<file path="src/rtl/fabric_cfg_pkg.sv">
// Shared fabric configuration definitions: frame-strobe FSM encoding,
// the broadcast column code and default address field widths.
package fabric_cfg_pkg;

    // Frame-strobe sequencer states. Encoding is fixed so that debug
    // probes and checkers can decode the raw value.
    typedef enum logic [1:0] {
        ST_IDLE   = 2'd0,
        ST_STROBE = 2'd1,
        ST_GAP    = 2'd2
    } strobe_state_e;

    // Default widths of the {column, frame index} address fields.
    localparam int DefaultFrameSelWidth = 5;
    localparam int DefaultColSelWidth   = 5;

    // A column field of all ones addresses every column at once.
    // The user slices this to the column field width.
    localparam logic [31:0] BroadcastColAll = '1;

    // Width of the strobe-length counter (StrobeCycles range 1..15).
    localparam int StrobeCntWidth = 4;

endpackage

</file>
<file path="src/rtl/column_frame_strobe_gen_if.sv">
// Frame-address handshake between the configuration controller (master)
// and a column frame-strobe stage (slave).
//
// Handshake: a word transfers on a rising edge where FrameAddrValid and
// FrameAddrReady are both high. While valid is high and ready is low the
// master must hold FrameAddr stable and keep valid asserted; ready may
// depend only on the slave's registered state, never on valid.
//
// state_dbg exposes the slave's sequencer state for probing.
interface column_frame_strobe_gen_if
    import fabric_cfg_pkg::*;
#(
    parameter int AddrWidth = DefaultColSelWidth + DefaultFrameSelWidth
) ();

    logic [AddrWidth-1:0] FrameAddr;
    logic                 FrameAddrValid;
    logic                 FrameAddrReady;
    strobe_state_e        state_dbg;

    modport master (
        output FrameAddr,
        output FrameAddrValid,
        input  FrameAddrReady,
        input  state_dbg
    );

    modport slave (
        input  FrameAddr,
        input  FrameAddrValid,
        output FrameAddrReady,
        output state_dbg
    );

endinterface

</file>
<file path="src/rtl/frame_index_decoder.sv">
// Registered binary-to-one-hot decoder. When en is high the bit selected
// by sel is set on the next edge; otherwise the output clears. The
// caller guarantees sel < Width whenever en is high.
module frame_index_decoder #(
    parameter int Width    = 20,
    parameter int SelWidth = 5
) (
    input  logic                clk,
    input  logic                rst,
    input  logic                en,
    input  logic [SelWidth-1:0] sel,
    output logic [Width-1:0]    strobe
);

    logic [Width-1:0] strobe_d;
    logic [Width-1:0] strobe_q;

    // Next one-hot pattern: only the selected bit, and only when enabled.
    always_comb begin
        strobe_d = '0;
        for (int i = 0; i < Width; i++) begin
            strobe_d[i] = en && (sel == SelWidth'(i));
        end
    end

    // Output register; reset clears any strobe in flight.
    always_ff @(posedge clk) begin
        if (rst) begin
            strobe_q <= '0;
        end else begin
            strobe_q <= strobe_d;
        end
    end

    assign strobe = strobe_q;

endmodule

</file>
<file path="src/rtl/column_frame_strobe_gen.sv">
// Column frame-select stage. Accepts {column, frame index} words from the
// configuration controller and, for words addressed to this column (or
// broadcast) with a legal index, drives a one-hot FrameStrobe pulse of
// StrobeCycles clocks followed by one idle gap clock. Words for other
// columns are consumed silently; words for this column with an index
// beyond the column's frame count raise a one-cycle FrameAddrErr.
//
// Optional feature macro: FRAME_STROBE_ERR_CNT_EN
//   defined   - ErrCount counts FrameAddrErr pulses, saturating at 255.
//   undefined - ErrCount is tied to zero and no counter is built.
module column_frame_strobe_gen
    import fabric_cfg_pkg::*;
#(
    parameter int MaxFramesPerCol = 20,
    parameter int FrameSelWidth   = DefaultFrameSelWidth,
    parameter int ColSelWidth     = DefaultColSelWidth,
    parameter int Column          = 0,
    parameter int StrobeCycles    = 2
) (
    input  logic                        UserCLK,
    input  logic                        reset,
    column_frame_strobe_gen_if.slave    addr_if,
    output logic [MaxFramesPerCol-1:0]  FrameStrobe,
    output logic                        FrameAddrErr,
    output logic [7:0]                  ErrCount
);

    localparam int AddrWidth = ColSelWidth + FrameSelWidth;

    localparam logic [ColSelWidth-1:0]    OwnCol     = ColSelWidth'(Column);
    localparam logic [ColSelWidth-1:0]    BcastCol   = BroadcastColAll[ColSelWidth-1:0];
    // One extra bit so a frame count equal to 2^FrameSelWidth still fits.
    localparam logic [FrameSelWidth:0]    FrameLimit = (FrameSelWidth + 1)'(MaxFramesPerCol);
    localparam logic [StrobeCntWidth-1:0] CntLoad    = StrobeCntWidth'(StrobeCycles - 1);

    // Address word fields.
    logic [ColSelWidth-1:0]   addr_col;
    logic [FrameSelWidth-1:0] addr_idx;
    logic                     col_hit;
    logic                     idx_legal;
    logic                     ready;
    logic                     accept;

    // Sequencer state.
    strobe_state_e             state_d, state_q;
    logic [StrobeCntWidth-1:0] cnt_d, cnt_q;
    logic [FrameSelWidth-1:0]  idx_d, idx_q;
    logic                      err_d, err_q;

    // Decoder control.
    logic                      dec_en;
    logic [FrameSelWidth-1:0]  dec_idx;

    assign addr_col  = addr_if.FrameAddr[AddrWidth-1 -: ColSelWidth];
    assign addr_idx  = addr_if.FrameAddr[FrameSelWidth-1:0];
    assign col_hit   = (addr_col == OwnCol) || (addr_col == BcastCol);
    assign idx_legal = ({1'b0, addr_idx} < FrameLimit);

    // Ready comes straight from registered state, so valid never loops
    // back into ready within a cycle.
    assign ready  = (state_q == ST_IDLE);
    assign accept = addr_if.FrameAddrValid && ready;

    assign addr_if.FrameAddrReady = ready;
    assign addr_if.state_dbg      = state_q;

    // Next-state, counter and decoder-enable logic. The decoder is asked
    // for a strobe on every edge that leads into (or stays in) STROBE, so
    // the registered strobe lines up exactly with the STROBE state.
    always_comb begin
        state_d = state_q;
        cnt_d   = cnt_q;
        idx_d   = idx_q;
        err_d   = 1'b0;
        dec_en  = 1'b0;
        dec_idx = idx_q;
        unique case (state_q)
            ST_IDLE: begin
                if (accept && col_hit) begin
                    if (idx_legal) begin
                        state_d = ST_STROBE;
                        cnt_d   = CntLoad;
                        idx_d   = addr_idx;
                        dec_en  = 1'b1;
                        dec_idx = addr_idx;
                    end else begin
                        err_d = 1'b1;
                    end
                end
            end
            ST_STROBE: begin
                if (cnt_q == '0) begin
                    state_d = ST_GAP;
                end else begin
                    cnt_d  = cnt_q - 1'b1;
                    dec_en = 1'b1;
                end
            end
            ST_GAP: begin
                state_d = ST_IDLE;
            end
            default: begin
                state_d = ST_IDLE;
            end
        endcase
    end

    // Sequencer registers.
    always_ff @(posedge UserCLK) begin
        if (reset) begin
            state_q <= ST_IDLE;
            cnt_q   <= '0;
            idx_q   <= '0;
            err_q   <= 1'b0;
        end else begin
            state_q <= state_d;
            cnt_q   <= cnt_d;
            idx_q   <= idx_d;
            err_q   <= err_d;
        end
    end

    assign FrameAddrErr = err_q;

    frame_index_decoder #(
        .Width    (MaxFramesPerCol),
        .SelWidth (FrameSelWidth)
    ) u_frame_index_decoder (
        .clk    (UserCLK),
        .rst    (reset),
        .en     (dec_en),
        .sel    (dec_idx),
        .strobe (FrameStrobe)
    );

`ifdef FRAME_STROBE_ERR_CNT_EN
    logic [7:0] err_cnt_d, err_cnt_q;

    // Count each illegal-index word, holding at 255 once reached. The
    // count moves on the same edge that raises FrameAddrErr.
    always_comb begin
        err_cnt_d = err_cnt_q;
        if (err_d && (err_cnt_q != 8'hFF)) begin
            err_cnt_d = err_cnt_q + 8'd1;
        end
    end

    // Error counter register; cleared only by reset.
    always_ff @(posedge UserCLK) begin
        if (reset) begin
            err_cnt_q <= '0;
        end else begin
            err_cnt_q <= err_cnt_d;
        end
    end

    assign ErrCount = err_cnt_q;
`else
    assign ErrCount = '0;
`endif

endmodule

</file>
<file path="src/flat_wrapper.sv">
// flat-port wrapper written by rule: the top's interface ports become plain ports
module column_frame_strobe_gen_flat import fabric_cfg_pkg::*;
#(
    parameter int MaxFramesPerCol = 20,
    parameter int FrameSelWidth   = DefaultFrameSelWidth,
    parameter int ColSelWidth     = DefaultColSelWidth,
    parameter int Column          = 0,
    parameter int StrobeCycles    = 2
)
  (UserCLK, reset, FrameStrobe, FrameAddrErr, ErrCount, addr_if_FrameAddr, addr_if_FrameAddrValid, addr_if_FrameAddrReady, addr_if_state_dbg);
  column_frame_strobe_gen_if #(.AddrWidth(((5) + (5)))) addr_if_i ();
  input  logic UserCLK;
  input  logic reset;
  output logic [MaxFramesPerCol-1:0] FrameStrobe;
  output logic FrameAddrErr;
  output logic [7:0] ErrCount;
  input wire logic [$bits(addr_if_i.FrameAddr)-1:0] addr_if_FrameAddr;
  input wire logic [$bits(addr_if_i.FrameAddrValid)-1:0] addr_if_FrameAddrValid;
  output wire logic [$bits(addr_if_i.FrameAddrReady)-1:0] addr_if_FrameAddrReady;
  output wire logic [$bits(addr_if_i.state_dbg)-1:0] addr_if_state_dbg;
  assign addr_if_i.FrameAddr = addr_if_FrameAddr;
  assign addr_if_i.FrameAddrValid = addr_if_FrameAddrValid;
  assign addr_if_FrameAddrReady = addr_if_i.FrameAddrReady;
  assign addr_if_state_dbg = addr_if_i.state_dbg;
  column_frame_strobe_gen #(.MaxFramesPerCol(MaxFramesPerCol), .FrameSelWidth(FrameSelWidth), .ColSelWidth(ColSelWidth), .Column(Column), .StrobeCycles(StrobeCycles)) u_core (.UserCLK(UserCLK), .reset(reset), .addr_if(addr_if_i), .FrameStrobe(FrameStrobe), .FrameAddrErr(FrameAddrErr), .ErrCount(ErrCount));
endmodule
</file>
<file path="config.mk">
export PLATFORM = sky130hd
export DESIGN_NAME = column_frame_strobe_gen_flat
export DESIGN_NICKNAME = d
export VERILOG_FILES = /design/src/rtl/fabric_cfg_pkg.sv /design/src/rtl/column_frame_strobe_gen_if.sv /design/src/rtl/frame_index_decoder.sv /design/src/rtl/column_frame_strobe_gen.sv /design/src/flat_wrapper.sv
export SDC_FILE = /design/constraint.sdc
export NUM_CORES = 1
export LEC_CHECK = 0
export ABC_AREA = 1
export CORE_AREA = 2 2 60 62
export DETAILED_ROUTE_END_ITERATION = 6
export DIE_AREA = 0 0 62 64
export MAX_ROUTING_LAYER = met4
export PLACE_DENSITY = 0.85
export SETUP_SLACK_MARGIN = 0.05
export SLEW_MARGIN = 25
export SYNTH_ARGS = -nofsm -noshare
export SYNTH_HDL_FRONTEND = slang
export SYNTH_HIERARCHICAL = 1
export SYNTH_SLANG_ARGS = --single-unit
</file>
<file path="constraint.sdc">
create_clock -name UserCLK -period 2.2 [get_ports UserCLK]
set_clock_uncertainty 0.15 [all_clocks]
set_input_delay 0.44 -clock UserCLK [delete_from_list [all_inputs] [get_ports UserCLK]]
set_output_delay 0.44 -clock UserCLK [all_outputs]
set_load 0.01 [all_outputs]
</file>
Word level (Yosys, flattened, before mapping)
Index checks and enable logic that the tools add are counted.
{"block": "word_totals", "register_bits": 32, "input_bits": 13}
{"block": "classes", "addsub": 1, "n_lt_le_gt_ge": 1, "n_eq_ne": 25, "muxes": 16, "bitwise": 2, "n_reduce_logical": 31}
{"operator": "5-bit by 4-bit equality test with 1-bit output (second input constant)", "count": 8}
{"operator": "5-bit equality test (second input constant)", "count": 5}
{"operator": "1-bit logical AND", "count": 22}
{"operator": "5-bit by 3-bit equality test with 1-bit output (second input constant)", "count": 4}
{"operator": "5-bit two-way mux", "count": 3}
{"operator": "4-bit two-way mux", "count": 3}
{"operator": "5-bit by 2-bit equality test with 1-bit output (second input constant)", "count": 2}
{"operator": "5-bit logical NOT", "count": 2}
{"operator": "4-bit case mux with 2 select lines", "count": 1}
{"operator": "2-bit two-way mux", "count": 3}
{"operator": "5-bit by 1-bit equality test with 1-bit output (second input constant)", "count": 1}
{"operator": "5-bit less-than comparator (second input constant)", "count": 1}
{"operator": "4-bit logical NOT", "count": 1}
{"operator": "1-bit two-way mux", "count": 4}
{"operator": "2-bit by 1-bit != test with 1-bit output (second input constant)", "count": 2}
{"operator": "2-bit != test (second input constant)", "count": 2}
{"operator": "2-bit case mux with 2 select lines", "count": 1}
{"operator": "4-bit AND reduction", "count": 1}
{"operator": "4-bit by 1-bit subtractor with 4-bit output (second input constant)", "count": 1}
{"operator": "3-bit AND reduction", "count": 1}
{"operator": "3-bit OR reduction", "count": 1}
{"operator": "2-bit by 1-bit equality test with 1-bit output (second input constant)", "count": 1}
{"operator": "2-bit logical NOT", "count": 1}
{"operator": "1-bit NOT", "count": 2}
{"operator": "3 further kinds", "count": 3}

Logic depth before layout (Yosys ltp)
{"block": "depth", "word_depth": 7, "depth_mapped": 12, "depth_no_buf": 11}

Modules after synthesis
The synthesis kept the hierarchy.
{"module": "column_frame_strobe_gen", "instances": 1, "cells_per_inst": 117, "area_each_um2": 829.5, "seq_area_each_um2": 240.2}
{"module": "frame_index_decoder", "instances": 1, "cells_per_inst": 74, "area_each_um2": 633.1, "seq_area_each_um2": 400.4}

Least setup slack after synthesis
Ideal clock, no wire load.
{"block": "synth_path", "path_type": "input -> register", "startpoint": "input addr_if_FrameAddr[7]", "endpoint": "register u_core.u_frame_index_decoder.strobe_q[0] (netlist: u_core/u_frame_index_decoder/strobe[0])", "setup_ns": 0.064, "arrival_time_ns": 1.513, "required_ns": 1.986, "path_slack_ns": 0.473, "stages": 11, "n_path_buf": 1, "cell_sequence": "nor2_1 -> nand2_1 -> nand2_2 -> and2_4 -> buf_6 -> nand2_4 -> nand2_2 -> nand2_1 -> nor2_1 -> nand2_1 -> nor2_1"}
{"block": "synth_via", "elab_chain_cells": 7}
{"element": "from (decl)", "line": "flat_wrapper.sv:17", "rtl": "input wire logic [$bits(addr_if_i.FrameAddr)-1:0] addr_if_FrameAddr;"}
{"element": "5-bit equality test / 5-bit logical NOT (equally long branches)", "line": "column_frame_strobe_gen.sv:56", "rtl": "assign col_hit = (addr_col == OwnCol) || (addr_col == BcastCol);"}
{"element": "1-bit logical OR *", "line": "column_frame_strobe_gen.sv:56"}
{"element": "1-bit logical AND *", "line": "column_frame_strobe_gen.sv:79", "rtl": "if (accept && col_hit) begin"}
{"element": "5-bit two-way mux *", "line": "column_frame_strobe_gen.sv:79"}
{"element": "5-bit two-way mux *", "line": "column_frame_strobe_gen.sv:77", "rtl": "unique case (state_q)"}
{"element": "via u_core.dec_idx[1]", "line": "column_frame_strobe_gen.sv:52", "rtl": "logic [FrameSelWidth-1:0] dec_idx;"}
{"element": "5-bit logical NOT *", "line": "frame_index_decoder.sv:22", "rtl": "strobe_d[i] = en && (sel == SelWidth'(i));"}
{"element": "1-bit logical AND *", "line": "frame_index_decoder.sv:22"}
{"element": "to (signal assigned)", "line": "frame_index_decoder.sv:31", "rtl": "strobe_q <= strobe_d;"}
{"element": "to (decl)", "line": "frame_index_decoder.sv:16", "rtl": "logic [Width-1:0] strobe_q;"}
Mark *: on every way through the listed nets, which the timed path passes. The rest lies on a longest branch.
A chain may end at the register's enable or synchronous reset.

Final worst setup path
{"block": "layout_path", "startpoint": "input addr_if_FrameAddr[6]", "endpoint": "register u_core.u_frame_index_decoder.strobe_q[0] (netlist: u_core/u_frame_index_decoder/strobe[0])"}
The elaborated chain is that of the path after synthesis.

==> metrics.yaml <==
synth_cells: 191
cts_setup_buffers: 0
clock_path_buffers: 2
nets: 258
drtPass1Iterations: 4
peakVddDrop_uv: 359
areaGrowthSynthToFinish_pct: 36.1
critPathBufInv: 1
cp_slowest_cell: "clkdlybuf4s50_1"
synth_area_sq_um: 1460
via_per_inst: 4.38
antenna_found_initial: 0
seq_area_frac_synth_pct: 43.8
hold_violations: 0
busiest_layer: "met2"
slew_viol_final: 0
synth_enable_flop_cells: 0
hpwl_um: 2220
critPathMaxFanout: 7
cts.repair.resized: 0
outcome: "finished clean"
max-cap-violations: 0
netlist.area_leader.share_pct: 43.8
grt_pass1_vias: 1160
crit_required_ns: 2.32
synth_seq_cells: 32
synthFlopType: "dfxtp_1"
r2r-start: "u_core/addr_if.state_dbg[0]$_SDFFE_PP0P_"
numPortBuffers: 36
die_h_um: 64
rsz0062_at_grt: "no"
cts_hold_buf: 0
die_x_um: 62
rows: 21
core_sq_um: 3280
tritoncts: "done"
crit_path_cell_trace: "clkdlybuf4s50_1 -> nand2_2 -> o21ai_4 -> nand2_4 -> nand2_2 -> nand2_1 -> nor2_1 -> nand2_1 -> nor2_1"
die_area_sq_um: 3970
drc_errors: 0
path_clk_slew_ns: 0.09
r2r_end: "u_core/u_frame_index_decoder/strobe[0]$_SDFF_PP0_"
endpoint: "u_core/u_frame_index_decoder/strobe[0]$_SDFF_PP0_"
endpoint_kind: "flip-flop"
grt.total_usage_pct: 17.2
synth.top_cells.by_area: "dfxtp_1 (44%), nand2_1 (11%), nor2_1 (8.2%)"
setup_ws_ns: 0.234
cp_num_cells: 9
clock_sinks: 32
min_period_ns: 1.97
grt_max_degree: 17
final_cell_count_no_fill: 290
cts_buffers: 5
reg2reg_depth: 10
hold_path.class: "flip-flop to flip-flop"
grt.met3_usage_pct: 6.28
fmaxAchievable_mhz: 509
crit_start: "addr_if_FrameAddr[6]"
p_leak_uw: 0.000908
fill_cells: 274
cp-start-kind: "input port"
power_density_nw_per_um2: 595
cpLargestDelayFamily: "simple AND/OR/NAND/NOR gates"
clk-insertion-delay-late_ns: 0.33
pre_cts_slack_ns: -0.103
dr.first_iter.drc_count: 85
synth.largest_area_cell: "dfxtp_1"
use_met1_pct: 19.8
synth.most_common_cell: "nand2_1"
syn_avg_cell_area_sq_um: 7.66
htreeDepth: 2
wl_um: 2890
grt_pass1_wl_um: 4910
crit_type: "input port to flip-flop"
arrival_ns: 2.09
power_uw: 1180
drive_above_1_share_pct: 17.6
place_congestion: 0.772
antenna_cells: 0
synthArstFlopShare_pct: 0
dp.cells: 282
io_pins: 45
finalSetupViolations: 0
slowest_delay_ns: 0.49
antenna_left: 0
num_vias: 1271
ys_types: 25
fin_crit_sh_pct: 89.4
root_buffer: "clkbuf_4"
ff2ff_setup_slack_ns: 0.47
grt.overflow.total: 0
post_drt_wl_per_cell_um: 9.95
start_util_pct: 44.5
groute.layer.met2.usage_pct: 26.6
yosysWarnings: 6
synth_common_cells: "nand2_1 (42), dfxtp_1 (32), nor2_1 (32)"
-- metal layers --
metal / wire length [um] / up-vias
met3: 124 / 4
met2: 1450 / 28
met5: 0 / -
met1: 1270 / 564
li1: - / 675
met4: 45 / 0
-- placed cells by master (no fill, tap or decap), drive strengths merged --
cell type,instances
nand2,52
clkdlybuf4s50,36
nor2,35
dfxtp,32
inv,23
nand3,16
buf,13
a21oi,9
conb,8
clkbuf,6
nor3,2
ha,2
nand4,2
bufinv,1
clkinv,1
and2,1
o21ai,1
o21a,1
xnor2,1
xor2,1
nand3b,1
-- metrics by stage --
stage	hold WS, ns	TNS (ns)	utilization, %	instance area (sq um)
2_1_floorplan	0.307	0	-	1490
3_3_place_gp	0.323	-0.235	58.3	1910
3_5_place_dp	0.329	-0.597	58.3	1910
4_1_cts	0.342	0	60.6	1990
5_1_grt	0.366	0	60.6	1990
6_report	0.341	0	60.6	1990
-- tightest hold or removal path: stages (launching register included) --
cell	delay, ns
dfxtp_1	0.33
nand2_2	0.08
a21oi_2	0.04
-- cells by family after synthesis --
family,count (synthesis),synth area share (%)
and+or+nand+nor,109,35.2
buffers and inverters,34,12.1
DFF,32,43.8
AOI/OAI and AO/OA,11,5.73
xor gates and xnor gates,2,1.20
adders and majority gates,2,1.71
other,1,0.256
-- report_power, final --
part	leakage, uW	internal [uW]	switching [uW]
logic	0.000608	72.6	92.7
registers	0.000258	588	5.27
clock network	0.0000422	238	188
total	0.000908	899	286
-- worst min path at each step --
| stage | cells after the start | start | endpoint | slack, ns |
|---|---|---|---|---|
| 3_3_place_gp | 2 | u_core/idx_q[4]$_SDFF_PP0_ | u_core/idx_q[4]$_SDFF_PP0_ | 0.32 |
| 6_report | 2 | u_core/idx_q[4]$_SDFF_PP0_ | u_core/idx_q[4]$_SDFF_PP0_ | 0.34 |
| 5_1_grt | 2 | u_core/idx_q[4]$_SDFF_PP0_ | u_core/idx_q[4]$_SDFF_PP0_ | 0.37 |
| 2_1_floorplan | 2 | u_core/idx_q[1]$_SDFF_PP0_ | u_core/idx_q[1]$_SDFF_PP0_ | 0.31 |
| 4_1_cts | 2 | u_core/idx_q[4]$_SDFF_PP0_ | u_core/idx_q[4]$_SDFF_PP0_ | 0.34 |
| 3_5_place_dp | 2 | u_core/idx_q[4]$_SDFF_PP0_ | u_core/idx_q[4]$_SDFF_PP0_ | 0.33 |
-- area by class of cell --
type	count	area [sq um]	share of cell area [%]
Clock buffer	6	41.3	2.07
Clock inverter	2	35.0	1.76
Inverter	23	86.3	4.34
Multi-Input combinational cell	132	672	33.8
Sequential cell	32	641	32.2
Tap cell	46	57.6	2.89
Timing Repair Buffer	49	458	23.0
-- flip-flops by register name, indices dropped and copies added (netlist names) --
signal / count
u_core/cnt_q: 4
u_core/idx_q: 5
u_core/FrameAddrErr: 1
u_core/addr_if.state_dbg: 2
u_core/u_frame_index_decoder/strobe: 20
Note: power is estimated with default switching activity, not from simulation.
